`config.mk`:
```
export PLATFORM = sky130hd
export DESIGN_NAME = eth_tx_sequencer
export DESIGN_NICKNAME = d
export VERILOG_FILES = /design/src/rtl/eth_tx_sequencer.sv
export SDC_FILE = /design/constraint.sdc
export NUM_CORES = 1
export LEC_CHECK = 0
export ABC_CLOCK_PERIOD_IN_PS = 1800
export BUFFER_PORTS_ARGS = -buffer_cell sky130_fd_sc_hd__buf_2
export CAP_MARGIN = 40
export CELL_PAD_IN_SITES_DETAIL_PLACEMENT = 2
export CELL_PAD_IN_SITES_GLOBAL_PLACEMENT = 2
export CORE_MARGIN = 2
export CORE_UTILIZATION = 22
export DETAILED_ROUTE_END_ITERATION = 10
export PLACE_DENSITY = 0.87
export SYNTH_ARGS = -nofsm -noshare
export SYNTH_HDL_FRONTEND = slang
export SYNTH_SLANG_ARGS = --single-unit
```
`constraint.sdc`:
```
create_clock -name clk -period 1.8 [get_ports clk]
set_input_delay 0.27 -clock clk [delete_from_list [all_inputs] [get_ports clk]]
set_output_delay 0.27 -clock clk [all_outputs]
set_load 0.02 [all_outputs]
```
`src/rtl/eth_tx_sequencer.sv`:
```
// rtl/eth_tx_sequencer.sv - AXI-lite CSR sequencer for one Ethernet transmit (length, send, wait pkt_sent)
// Optional pkt_sent watchdog enabled by defining ETH_SEQ_TIMEOUT_EN.
module eth_tx_sequencer #(
    parameter int ADDR_W        = 32,
    parameter int DATA_W        = 32,
    parameter int CSR_LEN_ADDR  = 'h0C,
    parameter int CSR_SEND_ADDR = 'h10,
    parameter int MAX_LEN       = 1514,
    parameter int TIMEOUT_CYC   = 65535
) (
    input  logic                clk,
    input  logic                rst,
    input  logic                req_valid,
    output logic                req_ready,
    input  logic [15:0]         req_len,
    output logic                busy,
    output logic                done,
    output logic                err,
    output logic [ADDR_W-1:0]   awaddr,
    output logic                awvalid,
    input  logic                awready,
    output logic [DATA_W-1:0]   wdata,
    output logic [DATA_W/8-1:0] wstrb,
    output logic                wvalid,
    input  logic                wready,
    input  logic [1:0]          bresp,
    input  logic                bvalid,
    output logic                bready,
    input  logic                pkt_sent
);

    typedef enum logic [2:0] {
        IDLE      = 3'd0,
        WR_LEN    = 3'd1,
        B_LEN     = 3'd2,
        WR_GO     = 3'd3,
        B_GO      = 3'd4,
        WAIT_SENT = 3'd5
    } state_t;

    state_t              state_q, state_d;
    logic                req_ready_q, req_ready_d;
    logic                busy_q, busy_d;
    logic                done_q, done_d;
    logic                err_q, err_d;
    logic [ADDR_W-1:0]   awaddr_q, awaddr_d;
    logic [DATA_W-1:0]   wdata_q, wdata_d;
    logic                awvalid_q, awvalid_d;
    logic                wvalid_q, wvalid_d;
    logic                bready_q, bready_d;
    logic                aw_done_q, aw_done_d;
    logic                w_done_q, w_done_d;
    logic                pkt_q, pkt_d;
    logic                armed_q, armed_d;
`ifdef ETH_SEQ_TIMEOUT_EN
    logic [15:0]         cnt_q, cnt_d;
`endif

    logic aw_hs, w_hs, len_bad;

    assign aw_hs   = awvalid_q & awready;
    assign w_hs    = wvalid_q & wready;
    assign len_bad = (req_len == 16'd0) || (req_len > 16'(MAX_LEN));

    always_comb begin
        state_d   = state_q;
        busy_d    = busy_q;
        done_d    = 1'b0;
        err_d     = 1'b0;
        awaddr_d  = awaddr_q;
        wdata_d   = wdata_q;
        awvalid_d = awvalid_q;
        wvalid_d  = wvalid_q;
        bready_d  = bready_q;
        aw_done_d = aw_done_q;
        w_done_d  = w_done_q;
        pkt_d     = pkt_sent;
        armed_d   = armed_q;
`ifdef ETH_SEQ_TIMEOUT_EN
        cnt_d     = cnt_q;
`endif
        case (state_q)
            IDLE: begin
                if (req_valid && req_ready_q) begin
                    if (len_bad) begin
                        err_d = 1'b1;
                    end else begin
                        state_d   = WR_LEN;
                        busy_d    = 1'b1;
                        awvalid_d = 1'b1;
                        wvalid_d  = 1'b1;
                        awaddr_d  = ADDR_W'(CSR_LEN_ADDR);
                        wdata_d   = DATA_W'(req_len);
                        aw_done_d = 1'b0;
                        w_done_d  = 1'b0;
                    end
                end
            end
            WR_LEN, WR_GO: begin
                if (aw_hs) begin
                    awvalid_d = 1'b0;
                    aw_done_d = 1'b1;
                end
                if (w_hs) begin
                    wvalid_d = 1'b0;
                    w_done_d = 1'b1;
                end
                if ((aw_done_q || aw_hs) && (w_done_q || w_hs)) begin
                    state_d  = (state_q == WR_LEN) ? B_LEN : B_GO;
                    bready_d = 1'b1;
                end
            end
            B_LEN, B_GO: begin
                if (bvalid) begin
                    bready_d = 1'b0;
                    if (bresp != 2'b00) begin
                        err_d   = 1'b1;
                        busy_d  = 1'b0;
                        state_d = IDLE;
                    end else if (state_q == B_LEN) begin
                        state_d   = WR_GO;
                        awvalid_d = 1'b1;
                        wvalid_d  = 1'b1;
                        awaddr_d  = ADDR_W'(CSR_SEND_ADDR);
                        wdata_d   = DATA_W'(1);
                        aw_done_d = 1'b0;
                        w_done_d  = 1'b0;
                    end else begin
                        state_d = WAIT_SENT;
                        armed_d = 1'b0;
`ifdef ETH_SEQ_TIMEOUT_EN
                        cnt_d   = 16'd0;
`endif
                    end
                end
            end
            WAIT_SENT: begin
                // armed only after pkt_sent has been seen low here, so a level already high on entry is ignored
                if (armed_q && pkt_q) begin
                    done_d  = 1'b1;
                    busy_d  = 1'b0;
                    state_d = IDLE;
`ifdef ETH_SEQ_TIMEOUT_EN
                end else if (cnt_q + 16'd1 == 16'(TIMEOUT_CYC)) begin
                    err_d   = 1'b1;
                    busy_d  = 1'b0;
                    state_d = IDLE;
`endif
                end else begin
                    armed_d = armed_q | ~pkt_q;
`ifdef ETH_SEQ_TIMEOUT_EN
                    cnt_d   = cnt_q + 16'd1;
`endif
                end
            end
            default: state_d = IDLE;
        endcase
        req_ready_d = (state_d == IDLE);
    end

    always_ff @(posedge clk or negedge rst) begin
        if (!rst) begin
            state_q     <= IDLE;
            req_ready_q <= 1'b0;
            busy_q      <= 1'b0;
            done_q      <= 1'b0;
            err_q       <= 1'b0;
            awaddr_q    <= '0;
            wdata_q     <= '0;
            awvalid_q   <= 1'b0;
            wvalid_q    <= 1'b0;
            bready_q    <= 1'b0;
            aw_done_q   <= 1'b0;
            w_done_q    <= 1'b0;
            pkt_q       <= 1'b0;
            armed_q     <= 1'b0;
`ifdef ETH_SEQ_TIMEOUT_EN
            cnt_q       <= 16'd0;
`endif
        end else begin
            state_q     <= state_d;
            req_ready_q <= req_ready_d;
            busy_q      <= busy_d;
            done_q      <= done_d;
            err_q       <= err_d;
            awaddr_q    <= awaddr_d;
            wdata_q     <= wdata_d;
            awvalid_q   <= awvalid_d;
            wvalid_q    <= wvalid_d;
            bready_q    <= bready_d;
            aw_done_q   <= aw_done_d;
            w_done_q    <= w_done_d;
            pkt_q       <= pkt_d;
            armed_q     <= armed_d;
`ifdef ETH_SEQ_TIMEOUT_EN
            cnt_q       <= cnt_d;
`endif
        end
    end

    assign req_ready = req_ready_q;
    assign busy      = busy_q;
    assign done      = done_q;
    assign err       = err_q;
    assign awaddr    = awaddr_q;
    assign wdata     = wdata_q;
    assign wstrb     = '1;
    assign awvalid   = awvalid_q;
    assign wvalid    = wvalid_q;
    assign bready    = bready_q;

endmodule
```
# Yosys cells after proc, flatten, opt, wreduce, memory -nomap -nowiden
# Index checks and enable logic that the tools add are counted.
# W data, S select, Z words.
word_totals:
  reg_bits: 78
  output_inout_bits: 75
  word_cells: 117
classes:
  n_lt_le_gt_ge: 1
  eq_ne: 17
  mux: 58
  n_bitwise: 4
  reduce_logical: 23
op_table:
  columns: ["cell", "count"]
  rows:
  - ["$mux W32", 10]
  - ["$pmux W32 S2", 2]
  - ["$mux W1", 29]
  - ["$mux W3", 8]
  - ["$ne A2 B2 Y1 const B", 12]
  - ["$gt A16 B11 Y1 const B", 1]
  - ["$logic_not A16 Y1", 1]
  - ["$pmux W1 S3", 5]
  - ["$reduce_and A7 Y1", 2]
  - ["$pmux W3 S4", 1]
  - ["$reduce_and A6 Y1", 2]
  - ["$reduce_bool A2 Y1", 4]
  - ["$eq A3 B2 Y1 const B", 2]
  - ["$eq A3 B3 Y1 const B", 2]
  - ["$logic_not A3 Y1", 2]
  - ["$pmux W1 S2", 3]
  - ["$reduce_bool A3 Y1", 2]
  - ["$reduce_and A5 Y1", 1]
  - ["$reduce_or A2 Y1", 2]
  - ["$eq A3 B1 Y1 const B", 1]
  - ["$logic_and A1 B1 Y1", 3]
  - ["$logic_or A1 B1 Y1", 3]
  - ["$reduce_and A3 Y1", 1]
  - ["$and A1 B1 Y1", 2]
  - ["other kinds (2)", 2]

# Logic depth before layout (Yosys ltp)
# Gate-level depths: netlist (run 1).
logic_depth:
  depth_word: 6
  ltp_mapped: 7
  depth_no_buf: 5

# Worst setup path after synthesis (run 1)
# OpenSTA, ideal clock, no wires.
synth_timing:
  path_type: "register to register"
  startpoint: "reg state_q[1]"
  endpoint: "reg aw_done_q"
  arrival_ns: 1.603
  t_required_ns: 1.679
  setup_slack_ns: 0.076
  stages_incl_launch_ff: 7
  n_path_buf: 1
  path_cell_list: "dfrtp_1 > clkbuf_1 > or3_1 > nor2_1 > o2111a_1 > nor2_1 > a22o_1"
synth_between:
  elab_chain_cells: 4
  elab_cells_between_ends: 16
synth_rtl:
  columns: ["element", "line_no", "rtl"]
  rows:
  - ["start, declared", "41", "state_t state_q, state_d;"]
  - ["start signal, assigned", "181", "state_q <= state_d;"]
  - ["$eq A3 B1 Y1 (tied with other cells)", "82", "case (state_q)"]
  - ["$reduce_or A2 Y1", "82", null]
  - ["$ne A2 B2 Y1 (no line) or $reduce_bool A3 Y1 (tied branches)", null, null]
  - ["$reduce_and A7 Y1 (no line)", null, null]
  - ["end signal, assigned", "191", "aw_done_q <= aw_done_d;"]
  - ["end, declared", "51", "logic aw_done_q, aw_done_d;"]
# Parallel ways exist; a longest one is shown, timed or not.
# A chain may end at the register's enable or synchronous reset.

# Worst setup path in the final report (run 1)
layout_timing:
  startpoint: "reg state_q[0]"
  endpoint: "reg aw_done_q"
# Same word-level chain as after synthesis.

==> results of run 1 <==
## per-layer routing
metal | track usage (%) | vias to the layer above
met5 | 0 | -
met4 | 4.40 | 0
met3 | 2.98 | 9
met2 | 22.3 | 64
met1 | 13.0 | 768
li1 | - | 733
## cells in the final DEF, fill, tap and decap left out, types with 2 or more instances in the layout
cell,synthesis,layout
a21o_1,2,2
nor3_1,3,3
inv_1,4,4
buf_2,2,50
o21ai_1,9,9
nand2b_1,2,2
nor4_1,3,3
a21oi_1,7,7
dfrtp_1,32,31
buf_4,50,20
nand2_1,34,34
clkbuf_8,0,5
conb_1,2,49
or3_1,3,3
and2_1,5,5
o22ai_1,2,2
a211o_1,2,2
nor2_1,14,12
o21ai_0,8,8
## critical path: cells and delay by family (launching register included)
family / cells / cell delay [ps]
AOI/OAI and AO/OA: 2 / 480
buffers and inverters: 1 / 160
DFF: 1 / 450
and+or+nand+nor: 3 / 560
## cells by family after synthesis
group | synth area share (%)
and+or+nand+nor | 20.4
buffers and inverters | 22.2
AOI/OAI and AO/OA | 13.1
DFF | 43.2
other | 0.406
muxes | 0.608
## registers in the layout, summed over array words and instances, names as in the netlist
name,count
awvalid,1
bready,1
wvalid,1
wdata,16
armed_q,1
err,1
done,1
pkt_q,1
aw_done_q,1
awaddr,2
state_q,3
req_ready,1
busy,1
w_done_q,1
## worst paths after layout
check,end,cells after the start,start
max in group asynchronous,state_q[0],1,rst
min in group clk,pkt_q,1,pkt_sent
setup reg to reg,aw_done_q,6,state_q[0]
hold / removal,wdata[14],1,rst
hold reg to reg,armed_q,1,pkt_q
setup / recovery,aw_done_q,6,state_q[0]
## metrics by stage
stage / hold slack, ps / util (%) / setup TNS, ps / worst slack, ps
global placement: 372 / 26.3 / -29.9 / -26.2
global route: 80.1 / 28.1 / -23.9 / -23.9
detailed placement: 376 / 26.3 / -165 / -69.7
finish: 38.1 / 28.1 / 0 / 47.5
floorplan: -25.6 / - / 0 / 75.7
CTS: 47.7 / 27.7 / 0 / 3.61
## power by group
| part | switching, W | total (W) | internal [W] |
|---|---|---|---|
| clock network | 0.000282 | 0.000691 | 0.000409 |
| registers | 0.000138 | 0.00106 | 0.000926 |
| logic | 0.000794 | 0.00124 | 0.000449 |
## layout make-up
cell class / count / area (µm²) / area share, %
inverters: 4 / 15.0 / 0.655
clock inverters: 3 / 42.5 / 1.85
well taps: 105 / 131 / 5.73
repair buffers: 70 / 400 / 17.5
flip-flops and latches: 32 / 802 / 35.0
clock buffers: 5 / 68.8 / 3.00
multi-input cells: 163 / 833 / 36.3
## what timing repair did
action                                  4_1_cts  5_1_grt
endpoints found under the hold margin         0        0
endpoints found under the setup margin        1        5
setup buffers                                 0        2
resized for setup                             1        5
==> metrics.txt, run 1 <==
CTS tree=done; DR DRC count=0; max_cap viols=0; top sig layer=met4; max-slew violation count=0; most common library cells after synthesis=buf_4, nand2_1, dfrtp_1, nor2_1, o21ai_1; 1st-iter DRT viols=26; die area=9170 µm²; # rows=33; fmax=571 MHz; Setup Viol. Count Final=0; largest net degree at the start of global routing=33; Clock Skews=4.85 ps; first-pass GRT wire length=8.34 mm; Worst setup SP type=flip-flop; peak supply drop=313 µV; Leak=1.19 nW; critical path arrival=1930 ps; Tcrit/Tclk final=97.4%; GR Util All Layers=12.0%; metal2 WL=2.83 mm; pwr/cell area=1310 nW/µm²; final instance area=2290 µm²; Synth cell types=39; DR WL met3=386 µm; Avg Cell Area, Syn=8.95 µm²; GRT Residual Overflow=0; Vias=1,574; CTS root buffer=clkbuf_8; total chip power=0.00300 W; worst reg2reg setup slack=50 ps; CTS Buffer Depth=2; # port buffers=50; CTS clock-pin slew for the worst setup and hold paths=70 ps; drt first pass iters=4; Die Width=95.7 µm; share of async-settable or async-resettable flops after synthesis=100%; # diodes=0; share of post-route cells with drive strength above 1=31.8%; FILL cells=998; Starting Density=22.7%; CP max FO=8; Die H=95.7 µm; Post-Syn Area=1850 µm²; number of global-route vias before repair=1,699; synthesized flop and latch total=32; Synth Instances=207; Post-synth EDFFs=0; WP data required=1980 ps; CP Capture Type=flip-flop; initial antenna violation count=0; Tightest Hold Check Type=in2async; top_reg_cell synth=dfrtp_1; routed len/inst=14.3 µm; placed cell count=372; H-tree levels=2; CTS buffer count=5; sequential fraction of the synthesis area=43.2%; Rel. slew slack=50.8%; Crit Path Class=reg2reg; Slew @ Worst Pin=738 ps; num ports=100; Final ANT Viol Nets=0; crit-path cells=or3_1 -> nor2_2 -> o2111a_2 -> nor2_1 -> buf_4 -> a22o_1; clock sinks=32; Yosys top cell by area=dfrtp_1; Final Hold Viols=0; yosys warns=0; outcome=finished, final reports clean; slowest stage delay, CP=450 ps; Hold Buf Count CTS=0; core region area=8180 µm²; global placement routability congestion=0.804; fin cells=382; Yosys top cell area share=43.2%; fin crit period=1750 ps; Avg Vias per Cell=4.12; Synth-to-Final Area Change=23.9%; clock latency on the worst-skew pair=290 ps; Post-DP Area=2150 µm²; nets=301; top area cells in the synthesized netlist=dfrtp_1, buf_4, nand2_1; drt total wl=5.47 mm; DP Wirelength=4.36 mm; Slowest-stage cell, CP=dfrtp_2; met1 wire length=2.15 mm; top-count cell post-synth=buf_4
Power figures use the tool's default switching activity.
==> run 2: changes to the inputs <==
Settings changed: REMOVE_ABC_BUFFERS set to 1.
==> run 2 against run 1 <==
  * Clock-buffer cell count did not move
  * Sequential share of layout area rose by 0.33 points
  * Critical path type unchanged
  * Core utilization fell by 0.26 points
  * First-iteration DRC count fell by 15%
  * Final area fell by 0.93%
  * Worst setup slack improved by 43 ps
  * Clock skew rose by 4.0 ps
  * Via count rose by 0.57%
  * Register-to-register slack improved by 40 ps
==> metrics.txt, run 2 (synthesis results as in run 1) <==
fin cells=381 (was 382); Final ANT Viol Nets=0 (unchanged); Tightest Hold Check Type=in2async (unchanged); final instance area=2270 µm² (was 2290 µm²); drt first pass iters=2 (was 4); Final Hold Viols=0 (unchanged); switch share=40.4% (was 40.5%); Post-DP Area=2160 µm² (was 2150 µm²); num ports=100 (unchanged); Slowest-stage cell, CP=dfrtp_2 (unchanged); Rel. slew slack=49.9% (was 50.8%); WP data required=1980 ps (about the same); CTS clock-pin slew for the worst setup and hold paths=70 ps (about the same); Crit Path Class=reg2reg (unchanged); fmax=585 MHz (was 571 MHz); most common cell after layout, fill and taps aside=buf_2 (unchanged); outcome=finished, final reports clean (unchanged); P_sw=0.00119 W (was 0.00121 W); worst reg2reg path depth=7 (was 6); nets=300 (was 301); commonest cells after routing, fill and taps aside=buf_2, conb_1, nand2_1 (unchanged); # port buffers=50 (unchanged); die area=9170 µm² (unchanged); # rows=33 (unchanged); peak supply drop=315 µV (was 313 µV); CP max FO=13 (was 8); worst reg2reg setup slack=90 ps (was 50 ps); critical path arrival=1890 ps (was 1930 ps); 1st-iter DRT viols=22 (was 26); Worst Setup EP=wdata[0] (was aw_done_q); fin crit period=1710 ps (was 1750 ps); # diodes=0 (unchanged); RSZ-0062 raised after global routing=no; clock latency on the worst-skew pair=290 ps (about the same); Post-CTS Setup Inserts=0 (unchanged); CP Capture Type=flip-flop (unchanged); crit-path cells=or3_1 -> nor2_1 -> o2111a_1 -> buf_4 -> buf_6 -> nand2b_1 -> o31a_1 (was or3_1 -> nor2_2 -> o2111a_2 -> nor2_1 -> buf_4 -> a22o_1); Seq pwr share=35.9% (was 35.5%); H-tree levels=2 (unchanged); CTS Buffer Depth=2 (unchanged); CTS tree=done (unchanged); Avg Vias per Cell=4.15 (was 4.12); largest net degree at the start of global routing=33 (unchanged); CTS root buffer=clkbuf_8 (unchanged); Tcrit/Tclk final=95.0% (was 97.4%); Die H=95.7 µm (unchanged); cell-internal power=0.00176 W (was 0.00178 W); setup tns final=0 ps (unchanged); max_cap viols=0 (unchanged); routed len/inst=14.4 µm (was 14.3 µm); max reg flops=16 (unchanged); max-slew violation count=0 (unchanged); Vias=1,583 (was 1,574); global placement routability congestion=0.773 (was 0.804); RR Endpoint=wdata[0] (was aw_done_q); GRT Residual Overflow=0 (unchanged); DR DRC count=0 (unchanged); Starting Density=22.7% (unchanged); CP startpoint=state_q[0] (unchanged); Worst setup SP type=flip-flop (unchanged); initial antenna violation count=0 (unchanged); slowest stage delay, CP=440 ps (was 450 ps); placed cell count=373 (was 372); Logic pwr share=40.5% (was 41.4%); Leak=1.18 nW (was 1.19 nW); GR Util All Layers=12.2% (was 12.0%); Clock Skews=8.89 ps (was 4.85 ps); Synth-to-Final Area Change=22.7% (was 23.9%); first-pass GRT wire length=8.43 mm (was 8.34 mm); Setup Viol. Count Final=0 (unchanged); share of post-route cells with drive strength above 1=30.1% (was 31.8%); CTS buffer count=5 (unchanged); power share of the clock group=23.6% (was 23.1%); worst reg2reg startpoint=state_q[0] (unchanged); clock sinks=32 (unchanged); Slew @ Worst Pin=752 ps (was 738 ps); number of global-route vias before repair=1,661 (was 1,699); pwr/cell area=1300 nW/µm² (was 1310 nW/µm²); DP Wirelength=4.29 mm (was 4.36 mm); Die Width=95.7 µm (unchanged); drt total wl=5.48 mm (was 5.47 mm); core region area=8180 µm² (unchanged)
[run 2: layout make-up]
class,count,area [µm²]
Inverter,4,15.0
Timing Repair Buffer,69,397
Multi-Input combinational cell,163,816
Clock buffer,5,68.8
Clock inverter,3,42.5
Sequential cell,32,802
Fill cell,965,5900
Tap cell,105,131
[run 2: worst min path at each step]
stage               end     start  slack, ps
3_5_place_dp   wdata[2]       rst        380
2_1_floorplan   armed_q       rst        -30
4_1_cts        wdata[2]       rst         60
3_3_place_gp   wdata[2]       rst        360
6_report       wdata[2]       rst         40
5_1_grt           pkt_q  pkt_sent         70
[run 2: worst max-delay path: cells and delay by family (launching register included)]
family	cells	cell delay, ps
AOI/OAI and AO/OA	2	330
buffers and inverters	2	280
DFF	1	440
and+or+nand+nor	3	550
[run 2: layer usage]
layer / vias up / share of wire [%] / wire length, µm / track usage (%)
met5: - / 0 / 0 / 0
met4: 0 / 1.3 / 69 / 4.64
met3: 7 / 8.5 / 467 / 3.45
met2: 73 / 49 / 2700 / 21.5
met1: 774 / 41 / 2240 / 14.0
li1: 729 / - / - / -
[run 2: power by group through the flow]
stage / sequential (W) / combinational (W) / clock [W]
after CTS: 0.00106 / 0.00121 / 0.000726
final: 0.00106 / 0.00119 / 0.000697
after global placement: 0.00106 / 0.00114 / 0
after detailed placement: 0.00107 / 0.00120 / 0
after floorplan: 0.00129 / 0.000459 / 0
after global routing: 0.00109 / 0.00132 / 0.000759
[run 2: what timing repair did]
| action | 4_1_cts | 5_1_grt |
|---|---|---|
| gates resized for setup | 0 | 2 |
| hold buffers | 0 | 0 |
| endpoints found under the setup margin | 0 | 8 |
[run 2: stage by stage]
stage	util [%]	setup WS, ps	total power (W)	hold WS (ps)
2_1_floorplan	-	-127	0.00174	-25.6
3_3_place_gp	26.4	-70.1	0.00220	364
3_5_place_dp	26.4	-143	0.00227	382
4_1_cts	27.7	12.8	0.00300	57.7
5_1_grt	27.8	2.46	0.00316	68.6
6_report	27.8	90.8	0.00295	39.8
==> run 3: changes to the inputs <==
Settings changed: CORE_ASPECT_RATIO set to 1.1, RECOVER_POWER set to 100.
==> run 3 against run 2 <==
  * Power shrank 5.5%
  * Routed wire length shrank 4.6%
  * Maximum frequency grew 0.90%
  * Critical path depth shrank 1
  * Sequential cell count is the same
  * Largest power group unchanged
  * Clock-buffer cell count is the same
  * Sequential share of layout area grew 1.0 points
  * Worst hold slack gained 21 ps
  * Non-clock buffer count shrank 4
  * First-iteration DRC count shrank 27%
==> metrics.txt, run 3 (synthesis results as in run 1) <==
CP max FO=7 (was 13); clock latency on the worst-skew pair=300 ps (was 290 ps); total chip power=0.00279 W (was 0.00295 W); fin cells=383 (was 381); Hold Buf Count CTS=0 (unchanged); RSZ-0062 raised after global routing=no (unchanged); fmax=590 MHz (was 585 MHz); max reg flops=16 (unchanged); Crit Path Class=reg2reg (unchanged); largest net degree at the start of global routing=33 (unchanged); Post-CTS Setup Inserts=0 (unchanged); Final ANT Viol Nets=0 (unchanged); Slew @ Worst Pin=834 ps (was 752 ps); pre-CTS setup slack=-123 ps (was -143 ps); final instance area=2210 µm² (was 2270 µm²); crit-path cells=or3_4 -> nor2_2 -> o2111a_2 -> nor2_1 -> buf_4 -> and2_1 (was or3_1 -> nor2_1 -> o2111a_1 -> buf_4 -> buf_6 -> nand2b_1 -> o31a_1); fin crit period=1690 ps (was 1710 ps); Slowest-stage cell, CP=dfrtp_2 (unchanged); share of post-route cells with drive strength above 1=21.3% (was 30.1%); final worst setup slack=106 ps (was 90.8 ps); FILL cells=966 (was 965); Post-DP Area=2130 µm² (was 2160 µm²); Setup Viol. Count Final=0 (unchanged); outcome=finished, final reports clean (unchanged); peak supply drop=347 µV (was 315 µV); commonest cells after routing, fill and taps aside=conb_1, nand2_1, dfrtp_1 (was buf_2, conb_1, nand2_1); H-tree levels=2 (unchanged); Rel. slew slack=44.4% (was 49.9%); first-pass GRT wire length=8.28 mm (was 8.43 mm); # port buffers=50 (unchanged); DR DRC count=0 (unchanged); CTS root buffer=clkbuf_8 (unchanged); clock sinks=32 (unchanged); CTS tree=done (unchanged); Starting Density=22.4% (was 22.7%); drt first pass iters=4 (was 2); Synth-to-Final Area Change=19.3% (was 22.7%); Tcrit/Tclk final=94.1% (was 95.0%); Avg Vias per Cell=4.07 (was 4.15); setup tns final=0 ps (unchanged); core region area=8280 µm² (was 8180 µm²); Leak=1.04 nW (was 1.18 nW); max-slew violation count=0 (unchanged); die area=9170 µm² (about the same); pwr/cell area=1260 nW/µm² (was 1300 nW/µm²); placed cell count=375 (was 373); number of global-route vias before repair=1,634 (was 1,661); initial antenna violation count=0 (unchanged); routed len/inst=13.6 µm (was 14.4 µm); CTS clock-pin slew for the worst setup and hold paths=80 ps (was 70 ps); global placement routability congestion=0.838 (was 0.773); GR Util All Layers=11.7% (was 12.2%); Worst setup SP type=flip-flop (unchanged); CP Capture Type=flip-flop (unchanged); WP data required=1990 ps (was 1980 ps); CTS Buffer Depth=2 (unchanged); # rows=35 (was 33); Tightest Hold Check Type=in2async (unchanged); num ports=100 (unchanged); Die Width=91.5 µm (was 95.7 µm); critical path arrival=1890 ps (about the same); drt total wl=5.22 mm (was 5.48 mm); # diodes=0 (unchanged); Vias=1,558 (was 1,583); Die H=100 µm (was 95.7 µm); GRT Residual Overflow=0 (unchanged); nets=296 (was 300); DP Wirelength=4.11 mm (was 4.29 mm); slowest stage delay, CP=460 ps (was 440 ps); max_cap viols=0 (unchanged); Clock Skews=2.90 ps (was 8.89 ps); Final Hold Viols=0 (unchanged); CTS buffer count=5 (unchanged); 1st-iter DRT viols=16 (was 22); most common cell after layout, fill and taps aside=conb_1 (was buf_2)
-- run 3: cell types whose count changed in the layout (fill, tap and decap cells not counted), sizes merged --
cell      change
buf          -35
bufinv        -1
clkbuf       +31
clkinvlp      +1
-- run 3: worst paths after layout --
path,startpoint,endpoint,slack (ps),cells past startpoint
setup / recovery,state_q[0],wdata[15],110,6
hold / removal,rst,wdata[2],60,1
setup reg to reg,state_q[0],wdata[15],110,6
hold reg to reg,pkt_q,armed_q,470,1
max in group asynchronous,rst,state_q[0],1170,1
min in group clk,pkt_sent,pkt_q,70,1
-- run 3: per-stage QoR --
stage | hold slack [ps] | util (%)
after floorplan | -25.6 | -
after global placement | 371 | 25.8
after detailed placement | 377 | 25.8
after CTS | 52.2 | 27.0
after global routing | 61.2 | 26.7
final | 60.6 | 26.7
-- run 3: layer usage --
| metal | global-route usage [%] | vias to the layer above | routed length, µm |
|---|---|---|---|
| li1 | - | 726 | - |
| met1 | 13.7 | 758 | 2100 |
| met2 | 19.7 | 66 | 2590 |
| met3 | 3.45 | 8 | 437 |
| met4 | 5.24 | 0 | 93 |
| met5 | 0 | - | 0 |
-- run 3: layout make-up --
cell class,instances,area [µm²],area share [%]
clock buffer,5,68.8,3.12
clock inverter,3,23.8,1.08
inverter,4,15.0,0.680
multi-input combinational,163,838,38.0
sequential,32,802,36.3
tap,111,139,6.29
timing repair buffer,65,322,14.6
-- run 3: power by group --
group          total, W  switching [W]  leakage, nW  internal [W]
clock network  0.000589       0.000315       0.0404      0.000274
registers       0.00107       0.000139        0.409      0.000926
logic           0.00113       0.000768        0.588      0.000364
-- run 3: timing repair --
action | CTS | global route
pin swaps | 0 | 0
gates resized for setup | 2 | 5
setup endpoints to repair | 7 | 11
-- run 3: worst max-delay path, delay by kind of cell, from the launching register on --
family / cells / cell delay (ps)
simple gates: 4 / 710
buf+inv: 1 / 150
compound gates: 1 / 260
flops: 1 / 460
